[config.mk]
export PLATFORM = sky130hd
export DESIGN_NAME = scr_writer
export DESIGN_NICKNAME = d
export VERILOG_FILES = /design/src/rtl/pong_scr_pkg.sv /design/src/rtl/scr_addr_calc.sv /design/src/rtl/scr_writer.sv
export SDC_FILE = /design/constraint.sdc
export NUM_CORES = 1
export LEC_CHECK = 0
export ABC_AREA = 1
export CAP_MARGIN = 20
export CORE_MARGIN = 5
export CORE_UTILIZATION = 25
export DETAILED_ROUTE_END_ITERATION = 7
export PLACE_DENSITY = 0.47
export SLEW_MARGIN = 30
export SYNTH_ARGS = -nofsm -noshare
export SYNTH_HDL_FRONTEND = slang
export SYNTH_SLANG_ARGS = --single-unit
[constraint.sdc]
create_clock -name clk -period 3.1 [get_ports clk]
set_input_delay 0.775 -clock clk [delete_from_list [all_inputs] [get_ports clk]]
set_output_delay 0.775 -clock clk [all_outputs]
set_load 0.05 [all_outputs]
[src/rtl/pong_scr_pkg.sv]
// Shared screen geometry and writer state encoding.
// Used by the frame-buffer writer and the VGA readout path.
package pong_scr_pkg;

  localparam int SCR_WIDTH  = 160;
  localparam int SCR_HEIGHT = 120;
  localparam int SCR_PIXELS = SCR_WIDTH * SCR_HEIGHT;
  localparam int SCR_ADDR_W = 15;
  localparam int COLOUR_W   = 3;
  localparam int XY_W       = 10;

  typedef enum logic {
    IDLE  = 1'b0,
    CLEAR = 1'b1
  } scr_state_t;

endpackage

[src/rtl/scr_addr_calc.sv]
// Pixel range check and linear frame-buffer address (y*WIDTH+x).
// Purely combinational; shared by readers and writers.
module scr_addr_calc
  import pong_scr_pkg::*;
#(
  parameter int WIDTH  = SCR_WIDTH,
  parameter int HEIGHT = SCR_HEIGHT,
  parameter int ADDR_W = SCR_ADDR_W
) (
  input  logic [XY_W-1:0]   x,
  input  logic [XY_W-1:0]   y,
  output logic              in_range,
  output logic [ADDR_W-1:0] addr
);

  assign in_range = (x < XY_W'(WIDTH))
                 && (y < XY_W'(HEIGHT));

  assign addr = ADDR_W'(y) * ADDR_W'(WIDTH)
              + ADDR_W'(x);

endmodule

[src/rtl/scr_writer.sv]
// Frame-buffer write port driver: pixel plots plus full-screen fill.
// Define SCR_WRITER_BBOX_EN to add the dirty bounding-box outputs.
module scr_writer
  import pong_scr_pkg::*;
#(
  parameter int WIDTH    = SCR_WIDTH,
  parameter int HEIGHT   = SCR_HEIGHT,
  parameter int ADDR_W   = SCR_ADDR_W,
  parameter int COLOUR_W = pong_scr_pkg::COLOUR_W
) (
  input  logic                clk,
  input  logic                resetn,
  input  logic                plot,
  input  logic [XY_W-1:0]     x,
  input  logic [XY_W-1:0]     y,
  input  logic [COLOUR_W-1:0] colour,
  input  logic                clear_req,
  input  logic [COLOUR_W-1:0] clear_colour,
  output logic                ready,
  output logic                busy,
  output logic                clear_done,
  output logic [ADDR_W-1:0]   mem_addr,
  output logic [COLOUR_W-1:0] mem_data,
  output logic                mem_wren,
`ifdef SCR_WRITER_BBOX_EN
  output logic                dirty_valid,
  output logic [XY_W-1:0]     dirty_xmin,
  output logic [XY_W-1:0]     dirty_xmax,
  output logic [XY_W-1:0]     dirty_ymin,
  output logic [XY_W-1:0]     dirty_ymax,
`endif
  output logic [7:0]          drop_count
);

  localparam logic [ADDR_W-1:0] LAST =
    ADDR_W'(WIDTH * HEIGHT - 1);

  scr_state_t state_q, state_d;

  logic              in_range;
  logic [ADDR_W-1:0] calc_addr;
  logic              accept;
  logic              reject;
  logic              start;
  logic              last;

  scr_addr_calc #(
    .WIDTH  (WIDTH),
    .HEIGHT (HEIGHT),
    .ADDR_W (ADDR_W)
  ) u_addr (
    .x        (x),
    .y        (y),
    .in_range (in_range),
    .addr     (calc_addr)
  );

  assign ready  = (state_q == IDLE) && !clear_req;
  assign busy   = (state_q == CLEAR);
  assign start  = (state_q == IDLE) && clear_req;
  assign last   = busy && (mem_addr == LAST);
  assign accept = plot && ready && in_range;
  assign reject = plot && !accept;

  assign clear_done = last;

  always_ff @(posedge clk) begin
    if (!resetn) state_q <= IDLE;
    else         state_q <= state_d;
  end

  always_comb begin
    state_d = state_q;
    unique case (state_q)
      IDLE:  if (clear_req) state_d = CLEAR;
      CLEAR: if (last)      state_d = IDLE;
      default:              state_d = IDLE;
    endcase
  end

  // The fill walks mem_addr itself; mem_data holds the latched colour.
  always_ff @(posedge clk) begin
    if (!resetn) begin
      mem_wren   <= 1'b0;
      mem_addr   <= '0;
      mem_data   <= '0;
      drop_count <= '0;
    end else begin
      mem_wren <= 1'b0;
      if (start) begin
        mem_wren <= 1'b1;
        mem_addr <= '0;
        mem_data <= clear_colour;
      end else if (busy && !last) begin
        mem_wren <= 1'b1;
        mem_addr <= mem_addr + 1'b1;
      end else if (accept) begin
        mem_wren <= 1'b1;
        mem_addr <= calc_addr;
        mem_data <= colour;
      end
      if (reject && drop_count != 8'hff)
        drop_count <= drop_count + 8'd1;
    end
  end

`ifdef SCR_WRITER_BBOX_EN
  always_ff @(posedge clk) begin
    if (!resetn || last) begin
      dirty_valid <= 1'b0;
      dirty_xmin  <= '0;
      dirty_xmax  <= '0;
      dirty_ymin  <= '0;
      dirty_ymax  <= '0;
    end else if (accept) begin
      dirty_valid <= 1'b1;
      if (!dirty_valid || x < dirty_xmin)
        dirty_xmin <= x;
      if (!dirty_valid || x > dirty_xmax)
        dirty_xmax <= x;
      if (!dirty_valid || y < dirty_ymin)
        dirty_ymin <= y;
      if (!dirty_valid || y > dirty_ymax)
        dirty_ymax <= y;
    end
  end
`endif

endmodule

After elaboration in Yosys (flattened, before gate mapping) --
Index checks and enable logic that the tools add are counted.
Word-level totals: memory bits (read-only) 0, memories 0, bits in registers 28, input port bits 30, memory bits (writable) 0, bits in latches 0, output and inout bits 30
Cells by class: add/sub/neg operators 3, bitwise operators 2, $lt $le $gt $ge 2, multiplexer cells 11, equal/unequal tests 3, shifts and indexed selects 0, $mul 1, reductions and logical operators 16, div/mod/pow operators 0
Operators by type and width (count):
- $mux 15 | 2
- $add 15x1->15 const B | 1
- $add 15x10->15 | 1
- $eq 15x15->1 const B | 1
- $lt 10x7->1 const B | 1
- $lt 10x8->1 const B | 1
- $mul 10x3->10 const B | 1
- $logic_and 1x1->1 | 9
- $mux 3 | 3
- $add 8x1->8 const B | 1
- $ne 8x8->1 const B | 1
- $mux 1 | 5
- $reduce_bool 2->1 | 2
- $logic_not 1->1 | 3
- $ne 2x2->1 const B | 1
- $not 1->1 | 2
- $pmux 1 s2 | 1
- $reduce_and 2->1 | 1
- $reduce_or 2->1 | 1

Longest topological paths before layout --
word-level depth 7, depth in mapped cells 15

Hierarchy --
Synthesis repeated with hierarchy kept, for this count alone.
Unflattened totals: cells, all modules 402, area, all modules 2528.7 um2
Modules (own cells, without submodules):
- scr_writer | seq. area each 560.5 um2, area an instance 1764.2 um2, instances 1, cells an instance 286
- scr_addr_calc | seq. area each 0.0 um2, area an instance 764.5 um2, instances 1, cells an instance 116

Worst setup path before layout --
OpenSTA, ideal clock, no wires.
path type input -> register, start in y[1], end reg mem_addr[14], data required time 3.030 ns, arrival time 2.871 ns, path slack 0.159 ns, buffers on the path 0, stages 14, cell sequence ha_1 > ha_1 > fa_1 > ha_1 > nand2_1 > inv_1 > nand4_1 > nand3_1 > nand2_1 > nor2_1 > nand3_1 > nand3_1 > nand2_1 > a21oi_1
Between the ends: longest elaborated chain between the ends 4
RTL lines:
- from (decl) | RTL line scr_writer.sv:15 | input logic [XY_W-1:0] y,
- $mul 10x3->10 / $lt 10x7->1 (equally long branches) | RTL line scr_addr_calc.sv:19, scr_addr_calc.sv:17
- $add 15x10->15 / $logic_and 1x1->1 (equally long branches) | RTL line scr_addr_calc.sv:20, scr_addr_calc.sv:17
- $mux 15 / $logic_and 1x1->1 (equally long branches) | RTL line scr_writer.sv:97, scr_writer.sv:62
- $mux 15 / $reduce_bool 2->1 (equally long branches)
- to (signal assigned) | RTL line scr_writer.sv:96 | mem_addr <= mem_addr + 1'b1;
- to (signal assigned) | RTL line scr_writer.sv:99 | mem_addr <= calc_addr;
- to (decl) | RTL line scr_writer.sv:22 | output logic [ADDR_W-1:0] mem_addr,
Several ways; a longest one is shown, not always the timed one. The select of a mux whose other input is x is not followed. A chain may end at the register's enable or synchronous reset.

Final worst setup path --
start in y[4], end reg mem_addr[14]
Same word-level chain as after synthesis.

==> results.ini <==
[layout]
diodes=0
regArea_um2=561
multi_input_area_um2=1670
flow.area_growth_from_synthesis_pct=42.4
design_area_um2=3420
fin_util=0.367
drive_gt1_frac=0.117
fillers=991
fin_nets=497

[critical_path]
worst_path_max_delay_cell=fa_1
critPathRequiredTime_ps=3290
worstReg2RegEnd=mem_addr[0]$_SDFFE_PP0P_
cp_top_family=adder cells
critPathMaxFanout=4
worstPathCellList=clkdlybuf4s50_1 > ha_1 > fa_1 > ha_4 > nand2_1 > inv_1 > nand2_1 > nand2_1 > nor2_1 > nor2_1 > nand3_1 > nand2_1 > nand3_1 > nand2_1 > a21oi_1
cp.depth=15
criticalPathCategory=in2reg
crit_path_start_kind=primary input
cp-endpoint=mem_addr[14]$_SDFFE_PP0P_
worstPathArrival_ps=3100
cp-end-kind=register
reg2reg_slack_ps=1120
critPathBufInv=2
crit_path_frequent_cell=nand2_1
rr_startpoint=mem_addr[0]$_SDFFE_PP0P_
worstSetupStartpoint=y[4]
critPathMaxStageDelay_ps=480
reg2reg_depth=11

[logic_synthesis]
synth_top_area_frac=0.233
synthMuxAreaShare=0
synth.avg_cell_area_um2=6.64
synthAdderAreaFrac=0.121
synth.distinct_cells=36
ys_top_cells_by_count=nand2_1, inv_1, nand3_1
yosysWarnings=0
yosys.area_share.xor_xnor=0.0656
ys.flop_type=dfxtp_1
synth_most_common_cell=nand2_1
synthArstFlopShare=0
synth_area_leaders=dfxtp_1, nand2_1, ha_1
synthesis.instances=362
synth_top_family_by_area=simple AND/OR/NAND/NOR gates
syn-cell-area_um2=2400
synth_nets=414
synth_compound_area_frac=0.107
synthSimpleGateAreaFrac=0.382
seq_area_frac_synth=0.233
synth_edf_count=0
synth_top_cell_by_area=dfxtp_1
ys_seq_elements=28

[floorplanning]
die_h_um=108
rows=35
dieArea_um2=11700
die_w_um=108
io_pins=60
design.core.area_um2=9330
initial_core_util=0.258

[timing]
max_freq_ghz=0.343
maxSlewViolCount=0
finalHoldViolCount=0
setup_viol=0
grt_setup_unrepaired=no
worstMarginPinSlew_ps=512
fin_skew_ps=1.66
min_period_ps=2920
min_period_over_period=0.941
setup_slack_ps=184
slew_headroom=0.657

[placed_design]
port_buffers=59
dpl-instance-area_um2=3290
dpl_worst_slack_ps=-403
dpl.hpwl_mm=5.66
gp_congestion=0.792

[cts]
clkSinkCount=28
cts-root-buf=clkbuf_8
htree_levels=1
cts_tree=built
clk-insertion-delay-late_ps=280
cts_buffer_depth=2
cts-buffers-inserted=3
clk_pin_slew_worst_paths_ps=100
cts_hold_buffers=0

[pwr]
peakVddDrop_mv=0.154
p_leak_nw=1.49
p_comb_frac=0.390
seq_power_share=0.344
switching_power_w=0.000386
power_switching_share=0.344
p_per_area_nw_per_um2=328
intPower_w=0.000736
clock_power_share=0.266
p_total_w=0.00112

[routing]
first_iter_violations=71
drc=0
vias_per_cell=4.38
firstDrtPassIters=4
via_count=2509
antenna_left=0
routed_wire_length_per_instance_um=12.2
routed_wl_mm=7.01

[grt]
antenna_found_initial=0
grt_max_degree=17
grt_remaining_overflow=0
first_global_vias=2422
grt_first_pass_wirelength_mm=11.8
grt.total_usage=0.124

[run]
cap_viol_max_count=0

[min_path]
holdCritPathClass=reg2reg

[status]
status=complete, no violations

-- layout make-up --
| class | instances | area share |
|---|---|---|
| clock buffers | 3 | 0.0121 |
| clock inverters | 1 | 0.00878 |
| inverters | 51 | 0.0578 |
| multi-input cells | 281 | 0.489 |
| flip-flops and latches | 28 | 0.164 |
| well taps | 129 | 0.0472 |
| repair buffers | 80 | 0.222 |
-- repair_timing --
item / CTS / global route
resized for setup: 9 / 4
setup buffers: 1 / 0
pin swaps: 7 / 4
setup endpoints to repair: 4 / 5
-- power groups by stage --
stage	registers [W]	logic, W	clock network [W]
floorplan	0.000434	0.000218	0
global placement	0.000394	0.000425	0
detailed placement	0.000394	0.000424	0
CTS	0.000386	0.000442	0.000307
global route	0.000389	0.000492	0.000320
finish	0.000386	0.000437	0.000299
-- cells in the final DEF (no fill, tap or decap), types with 2 or more instances in the layout --
cell and n:
nand2_1 98, clkdlybuf4s50_1 53, inv_1 47, nand3_1 34
dfxtp_1 28, a21oi_1 23, buf_4 22, nor2_1 20
o21ai_0 17, ha_1 16, nor3_1 11, xor2_1 10
xnor2_1 8, nand4_1 6, nand3_2 4, a31oi_1 4
nand2_4 3, ha_4 3, clkbuf_8 3, nand2_2 2
nand3b_1 2, nor2_2 2, o21ai_1 2, or2_2 2
o211ai_1 2, fa_1 2, dlymetal6s2s_1 2, dlygate4sd2_1 2
-- how the worst min path moves through the flow --
stage / startpoint / end / slack [ps] / depth (start not counted)
2_1_floorplan: mem_data[0]$_SDFFE_PN0P_ / mem_data[0]$_SDFFE_PN0P_ / 680 / 2
3_3_place_gp: mem_data[0]$_SDFFE_PN0P_ / mem_data[0]$_SDFFE_PN0P_ / 460 / 2
3_5_place_dp: mem_data[0]$_SDFFE_PN0P_ / mem_data[0]$_SDFFE_PN0P_ / 460 / 2
4_1_cts: mem_data[0]$_SDFFE_PN0P_ / mem_data[0]$_SDFFE_PN0P_ / 470 / 2
5_1_grt: mem_data[0]$_SDFFE_PN0P_ / mem_data[0]$_SDFFE_PN0P_ / 530 / 2
6_report: mem_data[0]$_SDFFE_PN0P_ / mem_data[0]$_SDFFE_PN0P_ / 470 / 2
-- sequential cells by signal (all words and copies together) (netlist names) --
| name | cells |
|---|---|
| drop_count | 8 |
| busy | 1 |
| mem_data | 3 |
| mem_wren | 1 |
| mem_addr | 15 |
-- cells by family (layout without fill, tap and decap cells) --
| family | after synthesis | after routing |
|---|---|---|
| AO/OA/AOI/OAI | 49 | 49 |
| XOR/XNOR | 18 | 18 |
| adder cells (fa/ha/maj) | 22 | 22 |
| buffers and inverters | 53 | 135 |
| flip-flops | 28 | 28 |
| AND/OR/NAND/NOR | 192 | 192 |
-- layer usage --
layer	up-vias	track usage	wire [um]
li1	1350	-	-
met1	1118	0.169	3340
met2	39	0.205	3270
met3	2	0.0215	343
met4	0	0.0271	57
met5	-	0	0
-- worst min-delay path, delay by kind of cell (launching register included) --
kind / cells / cell delay [ps]
DFF: 1 / 320
and+or+nand+nor: 1 / 60
AOI/OAI and AO/OA: 1 / 50
-- stage by stage --
step	hold slack (ps)	setup TNS [ps]	cells
6_report	468	0	573
5_1_grt	526	0	573
4_1_cts	473	0	573
3_5_place_dp	456	-1860	568
3_3_place_gp	459	-1360	568
2_1_floorplan	685	0	362
Power figures use the tool's default switching activity.
